File: config.mk
export PLATFORM = sky130hd
export DESIGN_NAME = req_arbiter
export DESIGN_NICKNAME = d
export VERILOG_FILES = /design/src/rtl/req_arbiter.sv
export SDC_FILE = /design/constraint.sdc
export NUM_CORES = 1
export LEC_CHECK = 0
export BUFFER_PORTS_ARGS = -buffer_cell sky130_fd_sc_hd__buf_2
export CORE_UTILIZATION = 45
export CTS_CLUSTER_SIZE = 20
export DETAILED_ROUTE_END_ITERATION = 8
export GPL_TIMING_DRIVEN = 1
export MAX_ROUTING_LAYER = met4
export PLACE_DENSITY = 0.7
export SYNTH_ARGS = -nofsm -noshare
export SYNTH_HDL_FRONTEND = slang
export SYNTH_SLANG_ARGS = --single-unit
File: constraint.sdc
create_clock -name clk -period 1.6 [get_ports clk]
set_clock_uncertainty 0.2 [all_clocks]
set_input_delay 0.32 -clock clk [delete_from_list [all_inputs] [get_ports clk]]
set_output_delay 0.32 -clock clk [all_outputs]
set_load 0.02 [all_outputs]
File: src/rtl/req_arbiter.sv
// req_arbiter: registered NUM_REQ-way arbiter with hold limit, preemption and per-requester re-arm mask.
// Optional feature: define ARB_ROUND_ROBIN_EN for round-robin winner selection (default is fixed priority).
module req_arbiter #(
  parameter int NUM_REQ  = 4,
  parameter int ID_W     = 2,
  parameter int MAX_HOLD = 16
) (
  input  logic               clk,
  input  logic               rst,
  input  logic               enable,
  input  logic [NUM_REQ-1:0] req,
  output logic [NUM_REQ-1:0] grant,
  output logic               grant_valid,
  output logic [ID_W-1:0]    grant_id,
  output logic               timeout
);

  localparam int               CNT_W     = $clog2(MAX_HOLD + 1);
  localparam logic [CNT_W-1:0] HOLD_LAST = CNT_W'(MAX_HOLD - 1);

  typedef enum logic {IDLE, GRANT} state_t;

  state_t             state, state_nxt;
  logic [CNT_W-1:0]   hold_cnt, hold_nxt;
  logic [NUM_REQ-1:0] mask, mask_nxt, elig, grant_nxt;
  logic [ID_W-1:0]    last_id, last_nxt, grant_id_nxt, win;
  logic               timeout_nxt, start, keep, preempt, owner_req;

`ifdef ARB_ROUND_ROBIN_EN
  // Scan downward from last_id-1, wrapping; last_id itself is checked last.
  function automatic logic [ID_W-1:0] pick(input logic [NUM_REQ-1:0] e,
                                           input logic [ID_W-1:0]    last);
    logic [ID_W-1:0] w;
    logic            found;
    int              idx;
    w     = '0;
    found = 1'b0;
    for (int k = 1; k <= NUM_REQ; k++) begin
      idx = (int'(last) + NUM_REQ - k) % NUM_REQ;
      if (!found && e[idx]) begin
        w     = ID_W'(idx);
        found = 1'b1;
      end
    end
    return w;
  endfunction
`else
  function automatic logic [ID_W-1:0] pick(input logic [NUM_REQ-1:0] e);
    logic [ID_W-1:0] w;
    w = '0;
    for (int i = 0; i < NUM_REQ; i++) begin
      if (e[i]) w = ID_W'(i);
    end
    return w;
  endfunction
`endif

  function automatic logic [NUM_REQ-1:0] onehot(input logic [ID_W-1:0] id);
    logic [NUM_REQ-1:0] v;
    v     = '0;
    v[id] = 1'b1;
    return v;
  endfunction

  assign elig = req & ~mask;
`ifdef ARB_ROUND_ROBIN_EN
  assign win = pick(elig, last_id);
`else
  assign win = pick(elig);
`endif

  assign start     = enable && (|elig);
  assign owner_req = req[grant_id];
  assign keep      = enable && owner_req && (hold_cnt != HOLD_LAST);
  assign preempt   = enable && owner_req && (hold_cnt == HOLD_LAST);

  // State and output registers; every register here is control state.
  always_ff @(posedge clk) begin
    if (rst) begin
      state       <= IDLE;
      grant       <= '0;
      grant_valid <= 1'b0;
      grant_id    <= '0;
      timeout     <= 1'b0;
      hold_cnt    <= '0;
      mask        <= '0;
      last_id     <= '0;
    end else begin
      state       <= state_nxt;
      grant       <= grant_nxt;
      grant_valid <= |grant_nxt;
      grant_id    <= grant_id_nxt;
      timeout     <= timeout_nxt;
      hold_cnt    <= hold_nxt;
      mask        <= mask_nxt;
      last_id     <= last_nxt;
    end
  end

  always_comb begin
    state_nxt = state;
    case (state)
      IDLE:    if (start) state_nxt = GRANT;
      GRANT:   if (!keep) state_nxt = IDLE;
      default: state_nxt = IDLE;
    endcase
  end

  // Next register values; leaving GRANT by any route clears grant and grant_id.
  always_comb begin
    grant_nxt    = '0;
    grant_id_nxt = '0;
    timeout_nxt  = 1'b0;
    hold_nxt     = '0;
    mask_nxt     = mask & req;
    last_nxt     = last_id;
    case (state)
      IDLE: begin
        if (start) begin
          grant_nxt    = onehot(win);
          grant_id_nxt = win;
          last_nxt     = win;
        end
      end
      GRANT: begin
        if (preempt) begin
          timeout_nxt        = 1'b1;
          mask_nxt[grant_id] = 1'b1;
        end else if (keep) begin
          grant_nxt    = grant;
          grant_id_nxt = grant_id;
          hold_nxt     = hold_cnt + 1'b1;
        end
      end
      default: ;
    endcase
  end

endmodule

* Yosys cells after proc, flatten, opt, wreduce, memory -nomap -nowiden
Index checks and enable logic that the tools add are counted.
Widths: inputs -> output; s select.
** Word-level totals
- Register bits after elaboration :: 18
- Bits of input ports :: 7
- Output and inout bits :: 8
- Word-level logic and storage cells :: 54
** Operators by class
- $add $sub $neg :: 1
- $lt $le $gt $ge :: 4
- Eq/ne operators :: 3
- Mux-type cells :: 23
- Bitwise operators :: 6
- Reductions and logical operators :: 10
** Operator list (count)
- $mux 4 :: 5
- $reduce_or 4->1 :: 3
- $mux 2 :: 5
- $and 4x4->4 :: 2
- $pmux 4 s2 :: 1
- $mux 1 :: 7
- $logic_and 1x1->1 :: 6
- $lt 2x3->1 const B :: 2
- $add 5x1->5 const B :: 1
- $eq 5x4->1 const B :: 1
- $ne 5x4->1 const B :: 1
- $demux 1 s2 :: 2
- $ge 2x1->1 const B :: 2
- $not 4->4 :: 1
- $or 4x4->4 :: 1
- $pmux 2 s2 :: 1
- $ne 3x2->1 const B :: 1
- $bmux 1 s2 :: 1
- $not 1->1 :: 2
- $pmux 1 s2 :: 1
- $reduce_or 2->1 :: 1

* Depth between registers and ports, before layout
- Depth in word-level cells :: 12
- Mapped depth :: 6
- Mapped depth without buffers :: 6

* Worst setup path before layout
No wires, ideal clock.
- Kind :: reg-to-reg
- Start :: reg hold_cnt[0]
- End :: reg grant[3]
- Data arrival time :: 1456 ps
- Data required time :: 1283 ps
- Setup slack :: -172 ps
- Stages on the path, launching flop included :: 7
- Buffers on the path :: 0
- Cells stage by stage :: dfxtp_1 -> ha_1 -> and3_1 -> ha_1 -> and4bb_2 -> and2_4 -> a22o_1
** On the way
- Longest elaborated chain between the ends :: 5
- Elaborated cells between the ends (all ways) :: 7
** Ends and longest elaborated chain
- start: declaration :: RTL line 24 : logic [CNT_W-1:0] hold_cnt, hold_nxt;
- start signal: assignment :: RTL line 94 : hold_cnt <= hold_nxt;
- $ne 5x4->1 :: RTL line 74 : assign keep = enable && owner_req && (hold_cnt != HOLD_LAST);
- $logic_and 1x1->1 :: RTL line 74
- $mux 4 :: RTL line 129 : end else if (keep) begin
- $mux 4 (*) :: RTL line 126 : if (preempt) begin
- $pmux 4 s2 (*) :: RTL line 117 : case (state)
- end signal: assignment :: RTL line 90 : grant <= grant_nxt;
- end: declaration :: RTL line 12 : output logic [NUM_REQ-1:0] grant,
Every way passes the cells marked *; elsewhere a longest branch is shown, timed or not.
A chain may end at the register's enable or synchronous reset.

* Worst setup path after layout
- Start :: reg hold_cnt[0]
- End :: reg grant[1]
Same word-level chain as after synthesis.

==> impl_metrics.tcl <==
set metrics [dict create \
    cp_max_fo 5 \
    die_height_um 42.3 \
    die_w_um 42.3 \
    grt_pass1_wl_mm 2.78 \
    vdd_drop_max_mv 0.471 \
    maxCapViolCount 0 \
    via_per_inst 5.27 \
    gp_congestion 0.834 \
    hold_violations 0 \
    std_cell_rows 14 \
    cts_tree "built" \
    holdWs_ns 0.181 \
    antenna_found_initial 0 \
    core-area_sq_um 1510 \
    holdBufCountCts 0 \
    portBuffers 14 \
    drc 0 \
    r2r-start "hold_cnt[0]" \
    critical_path_class "reg -> reg" \
    fillCellCount 118 \
    fmax_mhz 579 \
    crit_path_end_kind "flop" \
    io_pins 15 \
    initial_core_util_pct 48.4 \
    crit_path_start_kind "flop" \
    power.density_nw_per_um2 770 \
    synth_cell_types 31 \
    synth.top_cell.area_share_pct 49.4 \
    period_needed_ns 1.73 \
    postRouteAntennaNets 0 \
    drv_slew 0 \
    dpl.hpwl_mm 1.23 \
    rr_endpoint "grant[1]" \
    syn_avg_cell_area_sq_um 10.4 \
    crit_path_top_delay_cell "dfxtp_2" \
    ys_top_cells_by_area "dfxtp_1 (49%), nor2b_1 (4.3%), ha_1 (3.4%), a32o_2 (3.1%), mux4_2 (3.1%)" \
    ys_seq_area_share_pct 49.4 \
    n_antenna_cell 0 \
    path_clk_slew_ns 0.10 \
    gr-total-overflow 0 \
    setup_ws_ns -0.128 \
    wl_per_cell_um 13.9 \
    yosys_warnings 0 \
    setup_tns_ns -0.808 \
    failed_checks "negative setup slack" \
    routed_wl_mm 1.66 \
    critical_path.top_delay_family "simple AND/OR/NAND/NOR gates" \
    first_pass_iters 4 \
    first_global_vias 629 \
    cp.arrival_ns 1.71 \
    cts_buffers 3 \
    status "complete, but fails checks" \
    slew_headroom_pct 73.3 \
    finalCritPeriodShare_pct 108 \
    die_area_sq_um 1790 \
    power_leakage_nw 0.460 \
    nets 115 \
    grt_usage_pct 21.4 \
    worstMarginPinSlew_ns 0.395 \
    min_delay_path_depth 3 \
    grt_max_degree 10 \
    cts_sinks 18 \
    worstPathCellList "ha_4 > and3_4 > ha_4 > and4bb_2 > and2_4 > a32o_2" \
    syn-num-nets 79 \
    setup_violations 11 \
    drive_above_1_share_pct 51.9 \
    synth_top_area_cell "dfxtp_1" \
    root_buffer "clkbuf_4" \
    synthToLayoutAreaGrowth_pct 39.8 \
    holdCritPathClass "in -> reg" \
    via_count 632 \
    cpMostUsedCell "ha_4" \
    cp_slowest_stage_delay_ns 0.37 \
    crit_required_ns 1.59 \
    ys_seq_elements 18 \
    cp.buffers_inverters 0 \
    ff2ff_setup_slack_ns -0.13 \
    cts_buffer_depth 2 \
    drt_iter0_drc 16 \
    postSynthCellCount 70 \
    total_power_mw 0.785 \
    reg2regPathDepth 6 \
    clock_latency_ns 0.29 \
    synthesis.area_sq_um 729 \
    htree_levels 1 \
    rsz0062_at_grt "yes" \
    holdPathEnd "mask[3]" \
    min_from "rst" \
]
## cell families (layout without fill, tap and decap cells)
kind of cell,Yosys count,count (layout),synth area share (%)
and+or+nand+nor,32,32,25.9
DFF,18,18,49.4
AOI/OAI and AO/OA,13,13,13.7
adders and majority gates,2,2,3.43
xor gates and xnor gates,2,2,2.40
muxes,2,2,4.63
buffers and inverters,1,35,0.514
## routing by layer
metal / up-vias / share of wire [%] / GRT usage (%)
met5: - / 0 / -
met4: 0 / 0 / 8.13
met3: 0 / 5.8 / 5.60
met2: 20 / 44 / 30.5
met1: 281 / 50 / 29.3
li1: 331 / - / -
## flip-flops by register name, indices dropped and copies added, names as in the netlist
register / count
grant: 4
grant_valid: 1
mask: 4
state: 1
timeout: 1
grant_id: 2
hold_cnt: 5
## per-stage QoR
stage / worst slack, ns / util, % / std cells / cell area (sq um)
2_1_floorplan: -0.0905 / - / 70 / 763
3_3_place_gp: -0.0909 / 64.6 / 116 / 973
3_5_place_dp: -0.156 / 64.6 / 116 / 973
4_1_cts: -0.111 / 66.5 / 119 / 1000
5_1_grt: -0.159 / 67.7 / 120 / 1020
6_report: -0.128 / 67.7 / 120 / 1020
## cells in the final DEF (no fill, tap or decap), drive strengths merged, types with 2 or more instances in the layout
master	n
buf	31
nor2b	5
ha	2
o22ai	3
a32o	2
nand2	6
dfxtp	18
clkbuf	3
nand3	2
o31ai	2
nand2b	2
nor2	5
and3	3
nand3b	2
## cells in the mapped netlist
cell type  instances
xor2_1             1
o22ai_1            3
nor2b_1            5
inv_1              1
nor3b_1            1
o21ai_0            1
a21oi_1            1
and2_4             1
o41ai_1            1
o2bb2ai_1          1
or3b_2             1
a21o_1             1
and3b_1            1
mux4_2             1
and3_1             1
xnor2_1            1
nor2_1             5
mux2_2             1
nand2b_1           2
nor3_1             1
nor4_1             1
ha_1               2
and3_2             2
a32o_2             2
nand3_1            2
nand3b_1           2
and4bb_2           1
dfxtp_1           18
a22o_1             1
o31ai_1            2
nand2_1            6
## final cells by class
| cell class | instances | area (sq um) | share of cell area (%) |
|---|---|---|---|
| Clock buffer | 3 | 22.5 | 2.21 |
| Inverter | 1 | 3.75 | 0.368 |
| Multi-Input combinational cell | 51 | 412 | 40.4 |
| Sequential cell | 18 | 364 | 35.7 |
| Tap cell | 16 | 20.0 | 1.96 |
| Timing Repair Buffer | 31 | 198 | 19.4 |
## worst min-delay path, stage by stage
cell and delay, ns:
buf_2 0.10, buf_4 0.13, o22ai_1 0.06
## repair_timing
action / 4_1_cts / 5_1_grt
resized for setup: 2 / 4
buffers inserted: 0 / 1
pin swaps: 4 / 1
endpoints found under the setup margin: 11 / 11
cloned: 0 / 0
## power breakdown
part	internal (mW)	switching, mW	total, mW
Sequential	0.458	0.00642	0.464
Clock	0.0874	0.131	0.219
Combinational	0.0521	0.0502	0.102
## how the worst max path moves through the flow
stage / slack, ns / from / endpoint / depth (start not counted)
after floorplan: -0.09 / hold_cnt[1] / grant[0] / 6
after global placement: -0.09 / hold_cnt[1] / grant[0] / 6
after detailed placement: -0.16 / hold_cnt[1] / grant_valid / 6
after CTS: -0.11 / hold_cnt[0] / grant_valid / 6
after global routing: -0.16 / hold_cnt[0] / grant[0] / 6
final: -0.13 / hold_cnt[0] / grant[1] / 6
(Power assumes the default switching activity.)
